**src/rtl/adc_frame_ctrl.sv**
```systemverilog
// Frame sequencer for a 12-bit serial ADC: timed cs/sclk frames, MSB-first capture, valid/ready out.
// Optional build macro TEST_PATTERN_EN adds test_mode, which substitutes a ramp for captured data.
module adc_frame_ctrl #(
  parameter int unsigned CLK_DIV       = 4,
  parameter int unsigned SAMPLE_PERIOD = 1000,
  parameter int unsigned QUIET_CYCLES  = 2
) (
  input  logic        clk,
  input  logic        rst_n,
  input  logic        enable,
`ifdef TEST_PATTERN_EN
  input  logic        test_mode,
`endif
  output logic        cs_adc,
  output logic        sclk_adc,
  input  logic        dout_adc,
  output logic [11:0] sample,
  output logic        sample_valid,
  input  logic        sample_ready,
  output logic        overrun,
  output logic        busy
);

  localparam int unsigned CW = (CLK_DIV > 1) ? $clog2(CLK_DIV) : 1;
  localparam int unsigned TW = (SAMPLE_PERIOD > 1) ? $clog2(SAMPLE_PERIOD) : 1;
  localparam int unsigned QW = $clog2(QUIET_CYCLES + 1);

  localparam logic [CW-1:0] DivLast    = CW'(CLK_DIV - 1);
  localparam logic [TW-1:0] PeriodLast = TW'(SAMPLE_PERIOD - 1);
  localparam logic [QW-1:0] QuietLast  = QW'(QUIET_CYCLES);
  localparam logic [QW-1:0] QuietMet   = QW'(QUIET_CYCLES - 1);

  localparam logic [2:0] StIdle  = 3'd0;
  localparam logic [2:0] StSetup = 3'd1;
  localparam logic [2:0] StShift = 3'd2;
  localparam logic [2:0] StDone  = 3'd3;
  localparam logic [2:0] StQuiet = 3'd4;

  if (SAMPLE_PERIOD < 32 * CLK_DIV + 1 + QUIET_CYCLES) begin : g_bad_period
    $error("adc_frame_ctrl: SAMPLE_PERIOD too short for CLK_DIV and QUIET_CYCLES");
  end
  if (CLK_DIV < 1 || QUIET_CYCLES < 1) begin : g_bad_div
    $error("adc_frame_ctrl: CLK_DIV and QUIET_CYCLES must be at least 1");
  end

  logic [2:0]    state_q, state_d;
  logic [TW-1:0] timer_q, timer_d;
  logic [CW-1:0] div_q, div_d;
  logic [4:0]    half_q, half_d;
  logic [QW-1:0] hi_q, hi_d;
  logic [15:0]   shift_q, shift_d;
  logic          cs_q, cs_d;
  logic          sclk_q, sclk_d;
  logic [11:0]   sample_q, sample_d;
  logic          valid_q, valid_d;
  logic          overrun_q, overrun_d;
  logic          can_start, launch, load;
  logic [11:0]   new_sample;

`ifdef TEST_PATTERN_EN
  logic [11:0]   ramp_q, ramp_d;
  assign new_sample = test_mode ? ramp_q : shift_q[11:0];
`else
  assign new_sample = shift_q[11:0];
`endif

  // A new frame may also start straight out of DONE/QUIET once cs has been high long enough,
  // so the minimum legal SAMPLE_PERIOD still yields back-to-back frames.
  assign can_start = (state_q == StIdle) ||
                     (((state_q == StDone) || (state_q == StQuiet)) && (hi_q >= QuietMet));
  assign launch    = enable && (timer_q == '0) && can_start;

  always_comb begin
    state_d   = state_q;
    div_d     = div_q;
    half_d    = half_q;
    hi_d      = hi_q;
    shift_d   = shift_q;
    cs_d      = cs_q;
    sclk_d    = sclk_q;
    sample_d  = sample_q;
    valid_d   = valid_q;
    overrun_d = 1'b0;
    load      = 1'b0;
`ifdef TEST_PATTERN_EN
    ramp_d    = ramp_q;
`endif

    if (!enable)                  timer_d = '0;
    else if (timer_q == PeriodLast) timer_d = '0;
    else                          timer_d = timer_q + TW'(1);

    unique case (state_q)
      StIdle: ;
      StSetup: begin
        if (div_q == DivLast) begin
          div_d   = '0;
          half_d  = '0;
          sclk_d  = 1'b0;
          state_d = StShift;
        end else begin
          div_d = div_q + CW'(1);
        end
      end
      StShift: begin
        // The 16th high phase lasts a single clk: the frame closes right after the last rise.
        if (half_q == 5'd31) begin
          load    = 1'b1;
          cs_d    = 1'b1;
          sclk_d  = 1'b1;
          div_d   = '0;
          hi_d    = '0;
          state_d = StDone;
        end else if (div_q == DivLast) begin
          div_d  = '0;
          half_d = half_q + 5'd1;
          sclk_d = ~sclk_q;
          if (!sclk_q) shift_d = (shift_q << 1) | 16'(dout_adc);
        end else begin
          div_d = div_q + CW'(1);
        end
      end
      StDone: begin
        hi_d    = hi_q + QW'(1);
        state_d = StQuiet;
      end
      StQuiet: begin
        if (hi_q == QuietLast) begin
          hi_d    = '0;
          state_d = StIdle;
        end else begin
          hi_d = hi_q + QW'(1);
        end
      end
      default: state_d = StIdle;
    endcase

    if (launch) begin
      state_d = StSetup;
      cs_d    = 1'b0;
      sclk_d  = 1'b1;
      div_d   = '0;
      hi_d    = '0;
    end

    if (load) begin
      sample_d  = new_sample;
      valid_d   = 1'b1;
      overrun_d = valid_q && !sample_ready;
`ifdef TEST_PATTERN_EN
      if (test_mode) ramp_d = ramp_q + 12'd1;
`endif
    end else if (valid_q && sample_ready) begin
      valid_d = 1'b0;
    end
  end

  always_ff @(posedge clk or negedge rst_n) begin
    if (!rst_n) begin
      state_q   <= StIdle;
      timer_q   <= '0;
      div_q     <= '0;
      half_q    <= '0;
      hi_q      <= '0;
      shift_q   <= '0;
      cs_q      <= 1'b1;
      sclk_q    <= 1'b1;
      sample_q  <= '0;
      valid_q   <= 1'b0;
      overrun_q <= 1'b0;
    end else begin
      state_q   <= state_d;
      timer_q   <= timer_d;
      div_q     <= div_d;
      half_q    <= half_d;
      hi_q      <= hi_d;
      shift_q   <= shift_d;
      cs_q      <= cs_d;
      sclk_q    <= sclk_d;
      sample_q  <= sample_d;
      valid_q   <= valid_d;
      overrun_q <= overrun_d;
    end
  end

`ifdef TEST_PATTERN_EN
  always_ff @(posedge clk or negedge rst_n) begin
    if (!rst_n) ramp_q <= '0;
    else        ramp_q <= ramp_d;
  end
`endif

  assign cs_adc       = cs_q;
  assign sclk_adc     = sclk_q;
  assign sample       = sample_q;
  assign sample_valid = valid_q;
  assign overrun      = overrun_q;
  assign busy         = ~cs_q;

endmodule

```
**config.mk**
```make
export PLATFORM = sky130hd
export DESIGN_NAME = adc_frame_ctrl
export DESIGN_NICKNAME = d
export VERILOG_FILES = /design/src/rtl/adc_frame_ctrl.sv
export SDC_FILE = /design/constraint.sdc
export NUM_CORES = 1
export LEC_CHECK = 0
export BUFFER_PORTS_ARGS = -buffer_cell sky130_fd_sc_hd__buf_4
export CORE_MARGIN = 10
export CORE_UTILIZATION = 45
export DETAILED_ROUTE_END_ITERATION = 8
export PLACE_DENSITY_LB_ADDON = 0.08
export SYNTH_ARGS = -nofsm -noshare
export SYNTH_HDL_FRONTEND = slang
export SYNTH_SLANG_ARGS = --single-unit
```
**constraint.sdc**
```tcl
create_clock -name clk -period 4.66 [get_ports clk]
set_input_delay 0.932 -clock clk [delete_from_list [all_inputs] [get_ports clk]]
set_output_delay 0.932 -clock clk [all_outputs]
set_load 0.01 [all_outputs]
```
==> results of run 1 <==
[routing by layer]
layer,wire (um),up-vias
met3,169,4
li1,-,767
met2,2100,17
met1,1940,788
met5,0,-
met4,34,0
[power by group through the flow]
stage	logic (mW)	registers [mW]	clock network [mW]
after global placement	0.240	0.557	0
after global routing	0.283	0.566	0.278
after CTS	0.250	0.553	0.255
final	0.247	0.553	0.242
after floorplan	0.226	0.522	0
after detailed placement	0.249	0.562	0
[layout make-up]
type	count	area, um2
clock buffer	5	68.8
clock inverter	2	15.0
fill	464	2450
inverter	11	41.3
multi-input combinational	139	1030
sequential	50	1250
tap	70	87.6
timing repair buffer	21	158
[final timing paths]
| check | to | depth (start not counted) | from | slack [ps] |
|---|---|---|---|---|
| setup / recovery | div_q[0] | 7 | half_q[0] | 2430 |
| hold / removal | half_q[3] | 1 | half_q[3] | 480 |
| setup reg to reg | div_q[0] | 7 | half_q[0] | 2430 |
| hold reg to reg | half_q[3] | 1 | half_q[3] | 480 |
| max in group asynchronous | timer_q[7] | 1 | rst_n | 3590 |
| min in group asynchronous | state_q[1] | 1 | rst_n | 640 |
[logic make-up after synthesis]
family                   count (synthesis)
AND/OR/NAND/NOR                         66
flip-flops                              50
AO/OA/AOI/OAI                           35
multiplexers                            25
buffers and inverters                   19
adder cells (fa/ha/maj)                  8
XOR/XNOR                                 5
[worst register-to-register path, cell delays in order, from the launching register on]
cell and delay [ps]:
dfrtp_1 420, ha_1 240, and3_1 190, ha_1 240, nor3b_1 360, nor2_1 110
or4_1 420, a21oi_1 180
[state kept, by name, indices dropped and copies added (netlist names), 2 cells and up]
signal   count
div_q        2
half_q       5
hi_q         2
sample      12
shift_q     12
state_q      3
timer_q     10
[metrics by stage]
step	power, mW	hold slack (ps)	util [%]
after floorplan	0.748	442	-
after global placement	0.797	468	50.3
after detailed placement	0.810	476	50.3
after CTS	1.06	490	52.0
after global routing	1.13	529	52.0
final	1.04	480	52.0
[cells in the final DEF (no fill, tap or decap), types with 5 or more instances in the layout]
cell type / instances
a21oi_1: 6
clkbuf_8: 5
o21ai_0: 9
nor2_1: 21
buf_4: 21
mux2_4: 10
nand2_1: 11
ha_1: 8
dfrtp_1: 48
inv_1: 11
mux2_2: 15
nand3_1: 9
==> impl_metrics.tcl, run 1 <==
set metrics [dict create \
    outcome "completed" \
    dr.pass1.iters 4 \
    yosysTopAreaCellShare_pct 50.6 \
    use_met1_pct 12.8 \
    rsz0062_at_grt "no" \
    die_w_um 92.6 \
    path_buf_inv 0 \
    power.density_nw_per_um2 393 \
    switching_share_pct 33.0 \
    grt_max_degree 51 \
    fin_crit_sh_pct 47.8 \
    fin_crit_ps 2230 \
    grt_pass1_wl_um 7770 \
    diodes 0 \
    place_area_um2 2570 \
    slew_viol_final 0 \
    placed_cells 291 \
    dieArea_um2 8580 \
    tightest_slew_ps 731 \
    clk_latency_ps 300 \
    syn-instance-count 208 \
    die-height_um 92.6 \
    top_usage_layer "met2" \
    muxShareOfSynthArea_pct 13.4 \
    p_sw_uw 344 \
    fin_skew_ps 6.63 \
    setup_slack_ps 2430 \
    cts_tree "done" \
    finalHoldViolCount 0 \
    seq_power_share_pct 53.1 \
    cts-root-buf "clkbuf_8" \
    grt-ovfl-total 0 \
    place_congestion 0.800 \
    synth_top_family_by_area "simple AND/OR/NAND/NOR gates" \
    wl_um 4250 \
    cp.arrival_ps 2450 \
    core-area_um2 5110 \
    p_clk_share_pct 23.2 \
    ys_ff_latch 50 \
    gr-usage-met3_pct 3.95 \
    ctsLongestPathBuffers 2 \
    drcViolationCount 0 \
    post_cts_buffers 0 \
    power.leakage_nw 1.29 \
    yosysMostFrequentCell "dfrtp_1" \
    synth_top_cell_by_area "dfrtp_1" \
    cts.sinks 50 \
    grt_pass1_vias 1672 \
    ctsResizeCount 0 \
    yosysWarnings 0 \
    syn2layout_area_growth_pct 11.9 \
    setup_viol 0 \
    cp.required_ps 4880 \
    peakVddDrop_mv 0.197 \
    worstHoldPathType "register to register" \
    synth.area.top_cells "dfrtp_1 51%, mux2_2 7.1%, mux2_4 6.3%, ha_1 4.2%, nor2_1 3.3%" \
    final_cells 298 \
    grt_use_met2_pct 18.5 \
    synth_fa_ha_area_share_pct 4.22 \
    synth_compound_area_share_pct 9.60 \
    synth_common_cells "48 x dfrtp_1, 21 x nor2_1, 15 x mux2_2" \
    num_vias 1576 \
    antenna_found_initial 0 \
    cpMostUsedCell "ha_1" \
    clkSlewWorstSetupHoldPaths_ps 90 \
    synth_cell_type_count 40 \
    cts_max_level 2 \
    final_layout_size_suffix_gt1_share_pct 25.0 \
    numCtsBuffers 5 \
    hold_buffers 0 \
    tns_ps 0 \
    path_class "register to register" \
    relSlewSlack_pct 51.3 \
    drtAntennaViolNets 0 \
    fmax_mhz 449 \
    syn_avg_cell_area_um2 11.4 \
    critical-path-top-delay-family "simple AND/OR/NAND/NOR gates" \
    rows 26 \
    synthFlopType "dfrtp_1" \
    dp_worst_setup_slack_ps 2470 \
    synth-simple-area-share_pct 14.3 \
    num-nets-final 241 \
    first_iter_violations 40 \
    synth_edf_count 0 \
    critPathLaunchType "register" \
    initial_utilization_pct 46.4 \
    pin_count 22 \
    ys_seq_area_share_pct 52.8 \
    wl_per_cell_um 14.3 \
    worst_path_max_delay_cell "dfrtp_1" \
    max_cap_viol_count 0 \
    cpPeakStageDelay_ps 420 \
    syn-cell-area_um2 2370 \
    worstPathMaxFanout 6 \
    synth_nets 221 \
    portBuffers 21 \
    ys_async_sr_fraction_pct 100 \
    cp-end-kind "register" \
    crit_chain "ha_1 > and3_1 > ha_1 > nor3b_1 > nor2_1 > or4_1 > a21oi_1" \
    power_frac_comb_pct 23.7 \
    fin_area_um2 2650 \
    synth_xor_area_share_pct 1.85 \
    routed_via_density 5.29 \
    p_int_uw 698 \
    grt_usage_pct 11.1 \
    hpwlAfterDp_um 2990 \
]
(Power assumes the default switching activity.)
==> run 2, diff against run 1 <==
==> constraint.sdc (replaced) <==
create_clock -name clk -period 1.9 [get_ports clk]
set_input_delay 0.38 -clock clk [delete_from_list [all_inputs] [get_ports clk]]
set_output_delay 0.38 -clock clk [all_outputs]
set_load 0.01 [all_outputs]
==> run 2 against run 1 <==
Register-to-register slack lost 2400 ps. Critical path depth shrank 1. Clock skew grew 2.2 ps. Clock power grew 150%. First-iteration DRC count grew 23%. Total power grew to 2.6 times the previous value. Global-route usage grew 0.33 points. Maximum frequency grew 18%. Sequential share of layout area shrank 3.0 points. Setup slack lost 2400 ps. Hold slack lost 400 ps. Critical path type unchanged. Critical endpoint is now shift_q[2]. Highest routed layer unchanged.
==> impl_metrics.tcl, run 2 (synthesis gave the netlist of run 1 again) <==
set metrics [dict create \
    drtAntennaViolNets 0 \
    tns_ps 0 \
    die_w_um 92.6 \
    critPathLaunchType "register" \
    slew_viol_final 0 \
    worstHoldPathType "primary input to async pin" \
    pin_count 22 \
    max_cap_viol_count 0 \
    place_congestion 0.815 \
    outcome "completed" \
    initial_utilization_pct 46.4 \
    tightest_slew_ps 634 \
    wl_per_cell_um 15.1 \
    timing.hold.ws_ps 78.8 \
    first_iter_violations 49 \
    portBuffers 21 \
    cts-root-buf "clkbuf_8" \
    rr_startpoint "half_q[1]" \
    fin_crit_sh_pct 99.5 \
    antenna_found_initial 0 \
    finalHoldViolCount 0 \
    p_total_mw 2.75 \
    die-height_um 92.6 \
    dr.pass1.iters 4 \
    rows 26 \
    worstPathMaxFanout 6 \
    power.leakage_nw 1.36 \
    fmax_mhz 529 \
    cts.sinks 50 \
    dieArea_um2 8580 \
    fin_crit_ps 1890 \
    final_cell_mix "48 x dfrtp_1, 34 x buf_4, 21 x nor2_1" \
    setup_viol 0 \
    rsz0062_at_grt "yes" \
    grt-ovfl-total 0 \
    core-area_um2 5110 \
    crit_path_start "half_q[1]" \
    hpwlAfterDp_um 3360 \
    grt_max_degree 51 \
    routed_via_density 5.29 \
    num_vias 1655 \
    path_class "register to register" \
    clkSlewWorstSetupHoldPaths_ps 90 \
    power.density_nw_per_um2 972 \
    cp.required_ps 2090 \
    ctsLongestPathBuffers 2 \
    clk_latency_ps 300 \
    cp-end-kind "register" \
    cts_max_level 2 \
    final_layout_size_suffix_gt1_share_pct 32.9 \
    drcViolationCount 0 \
    placed_cells 303 \
    num-nets-final 256 \
    grt_usage_pct 11.4 \
    cp.arrival_ps 2080 \
    final_cells 313 \
    peakVddDrop_mv 0.508 \
    fin_skew_ps 8.86 \
    grt_pass1_vias 1725 \
    cts_tree "done" \
    syn2layout_area_growth_pct 19.4 \
    numCtsBuffers 5 \
    relSlewSlack_pct 57.7 \
    wl_um 4740 \
    diodes 0 \
    final_common_cell "dfrtp_1" \
    grt_pass1_wl_um 8090 \
    utilization_pct 55.4 \
]
[run 2: changes by cell type in the layout (fill, tap and decap cells not counted), sizes merged]
cell / change
or3: +1
buf: +14
[run 2: layout make-up]
cell class                 count  area [um2]
clock buffer                   5        68.8
fill                         447        2280
timing repair buffer          35         275
tap                           70        87.6
multi-input combinational    140        1090
sequential                    50        1250
inverter                      11        41.3
clock inverter                 2        15.0
[run 2: timing repair]
| action | 4_1_cts | 5_1_grt |
|---|---|---|
| pin swaps | 1 | 0 |
| resized for setup | 2 | 4 |
| gates cloned | 1 | 0 |
| setup buffers | 0 | 2 |
| hold buffers | 0 | 0 |
| setup endpoints to repair | 13 | 28 |
[run 2: final timing paths]
path                                    to  slack, ps  depth (start not counted)
min in group clk                shift_q[0]        300                          2
worst max-delay path            shift_q[2]          9                          6
worst max register to register  shift_q[2]          9                          6
worst min register to register   half_q[3]        510                          1
worst min-delay path               hi_q[0]         80                          1
max in group asynchronous       timer_q[4]       1380                          1
[run 2: worst max-delay path: stages (launching register included)]
cell      delay [ps]
dfrtp_1          390
ha_2             190
and3_4           150
ha_4             170
nand2b_4         150
or3_4            410
mux2_4           320
[run 2: power by group]
part           switching [mW]  internal (mW)  leakage [nW]
Combinational           0.461          0.401         0.646
Sequential              0.105           1.18         0.678
Clock                   0.348          0.252        0.0362
Total                   0.914           1.84          1.36
[run 2: routing by layer]
| layer | share of wire [%] | global-route usage, % | vias up |
|---|---|---|---|
| met2 | 52 | 19.9 | 27 |
| met1 | 45 | 13.5 | 828 |
| met5 | 0 | 0 | - |
| met4 | 0.44 | 2.96 | 0 |
| li1 | - | - | 798 |
| met3 | 3.3 | 3.15 | 2 |
[run 2: stage by stage]
step	cell area [um2]	setup WS, ps
after floorplan	2400	-75.7
after global placement	2700	-16.6
after detailed placement	2700	-61.7
after CTS	2800	2.07
after global routing	2830	-44.2
final	2830	9.47
==> run 3, diff against run 2 <==
--- a/config.mk
+++ b/config.mk
@@ -5,11 +5,12 @@
 export SDC_FILE = /design/constraint.sdc
 export NUM_CORES = 1
 export LEC_CHECK = 0
-export BUFFER_PORTS_ARGS = -buffer_cell sky130_fd_sc_hd__buf_4
 export CORE_MARGIN = 10
 export CORE_UTILIZATION = 45
 export DETAILED_ROUTE_END_ITERATION = 8
+export DONT_BUFFER_PORTS = 1
 export PLACE_DENSITY_LB_ADDON = 0.08
+export SKIP_CTS_REPAIR_TIMING = 1
 export SYNTH_ARGS = -nofsm -noshare
 export SYNTH_HDL_FRONTEND = slang
 export SYNTH_SLANG_ARGS = --single-unit
==> run 3 against run 2 <==
Global-route usage shrank 0.42 points. Die area is the same. Via count fell by 3.2%. Total power up 4.6%. Sequential power hardly changed. Cell area fell by 3.3%. Maximum frequency fell by 0.14%. Sequential share of layout area rose by 1.5 points.
==> impl_metrics.tcl, run 3 (synthesis gave the netlist of run 1 again) <==
set metrics [dict create \
    power_frac_comb_pct 28.7 \
    dr.pass1.iters 4 \
    portBuffers 0 \
    cts_max_level 2 \
    die-height_um 92.6 \
    final_cell_mix "48 x dfrtp_1, 21 x nor2_1, 15 x mux2_2" \
    wl_per_cell_um 15.9 \
    cp-end-kind "register" \
    critPathLaunchType "register" \
    wl_um 4720 \
    grt_pass1_wl_um 7770 \
    routed_via_density 5.41 \
    cts_tree "done" \
    pin_count 22 \
    fin_crit_ps 1890 \
    seq_power_share_pct 45.3 \
    p_int_mw 1.96 \
    critical-path-top-delay-family "simple AND/OR/NAND/NOR gates" \
    first_iter_violations 58 \
    path_buf_inv 0 \
    grt_max_degree 51 \
    fin_skew_ps 7.58 \
    grt-ovfl-total 0 \
    setup_slack_ps 6.86 \
    num_vias 1602 \
    syn2layout_area_growth_pct 15.5 \
    switching_share_pct 32.1 \
    cp.arrival_ps 2080 \
    tightest_slew_ps 504 \
    drtAntennaViolNets 0 \
    cp.required_ps 2090 \
    final_cells 296 \
    path_class "register to register" \
    clkSlewWorstSetupHoldPaths_ps 90 \
    drcViolationCount 0 \
    finalHoldViolCount 0 \
    diodes 0 \
    num-nets-final 238 \
    cts-root-buf "clkbuf_8" \
    setup_viol 0 \
    power.leakage_nw 1.30 \
    rrSetupSlack_ps 7 \
    relSlewSlack_pct 66.3 \
    final_common_cell "dfrtp_1" \
    p_sw_uw 923 \
    ctsLongestPathBuffers 2 \
    outcome "completed" \
    cpPeakStageDelay_ps 410 \
    worstPathMaxFanout 6 \
    tns_ps 0 \
    grt_usage_pct 11.0 \
    antenna_found_initial 0 \
    die_w_um 92.6 \
    crit_chain "ha_2 > and3_4 > ha_4 > nand2b_4 > or3_4 > mux2_4" \
    fmax_mhz 528 \
    dp_worst_setup_slack_ps -62.0 \
    numCtsBuffers 5 \
    clk_latency_ps 300 \
    rows 26 \
    cts.sinks 50 \
    initial_utilization_pct 46.4 \
    rsz0062_at_grt "yes" \
    slew_viol_final 0 \
    timing.hold.ws_ps 225 \
    place_congestion 0.815 \
    final_layout_size_suffix_gt1_share_pct 27.0 \
    core-area_um2 5110 \
    peakVddDrop_mv 0.598 \
    worst_path_max_delay_cell "or3_4" \
    dieArea_um2 8580 \
    placed_cells 283 \
    grt_pass1_vias 1586 \
    hpwlAfterDp_um 3270 \
    max_cap_viol_count 0 \
    worstHoldPathType "primary input to register" \
    power.density_nw_per_um2 1050 \
    p_clk_share_pct 26.1 \
    fin_crit_sh_pct 99.6 \
]
## run 3: per-layer routing
metal  track usage (%)  wire, um  up-vias
met4              4.11        40        0
met2              17.0      2320       37
met5                 0         0        -
li1                  -         -      767
met1              14.1      2150      792
met3              3.31       209        6
## run 3: final timing paths
path,start,endpoint,cells after the start
hold / removal,dout_adc,shift_q[0],1
min in group asynchronous,rst_n,hi_q[0],2
max in group asynchronous,rst_n,cs_adc,2
hold reg to reg,half_q[3],half_q[3],1
setup / recovery,half_q[0],shift_q[11],6
setup reg to reg,half_q[0],shift_q[11],6
## run 3: area by class of cell
class | count | area, um2
clock buffers | 5 | 68.8
fillers | 436 | 2370
repair buffers | 17 | 163
inverters | 11 | 41.3
multi-input cells | 140 | 1080
flip-flops and latches | 50 | 1250
well taps | 70 | 87.6
clock inverters | 3 | 43.8
## run 3: power by group through the flow
stage / logic (mW) / registers [mW] / clock network (mW)
floorplan: 0.563 / 1.28 / 0
global placement: 0.716 / 1.31 / 0
detailed placement: 0.741 / 1.31 / 0
CTS: 0.745 / 1.29 / 0.777
global route: 0.920 / 1.32 / 0.824
finish: 0.825 / 1.30 / 0.750
## run 3: metrics by stage
step                total power [mW]  util [%]  cell area [um2]
floorplan                       1.84         -             2400
global placement                2.02      49.9             2550
finish                          2.88      53.6             2740
detailed placement              2.05      49.9             2550
global route                    3.07      53.6             2740
CTS                             2.82      52.1             2660
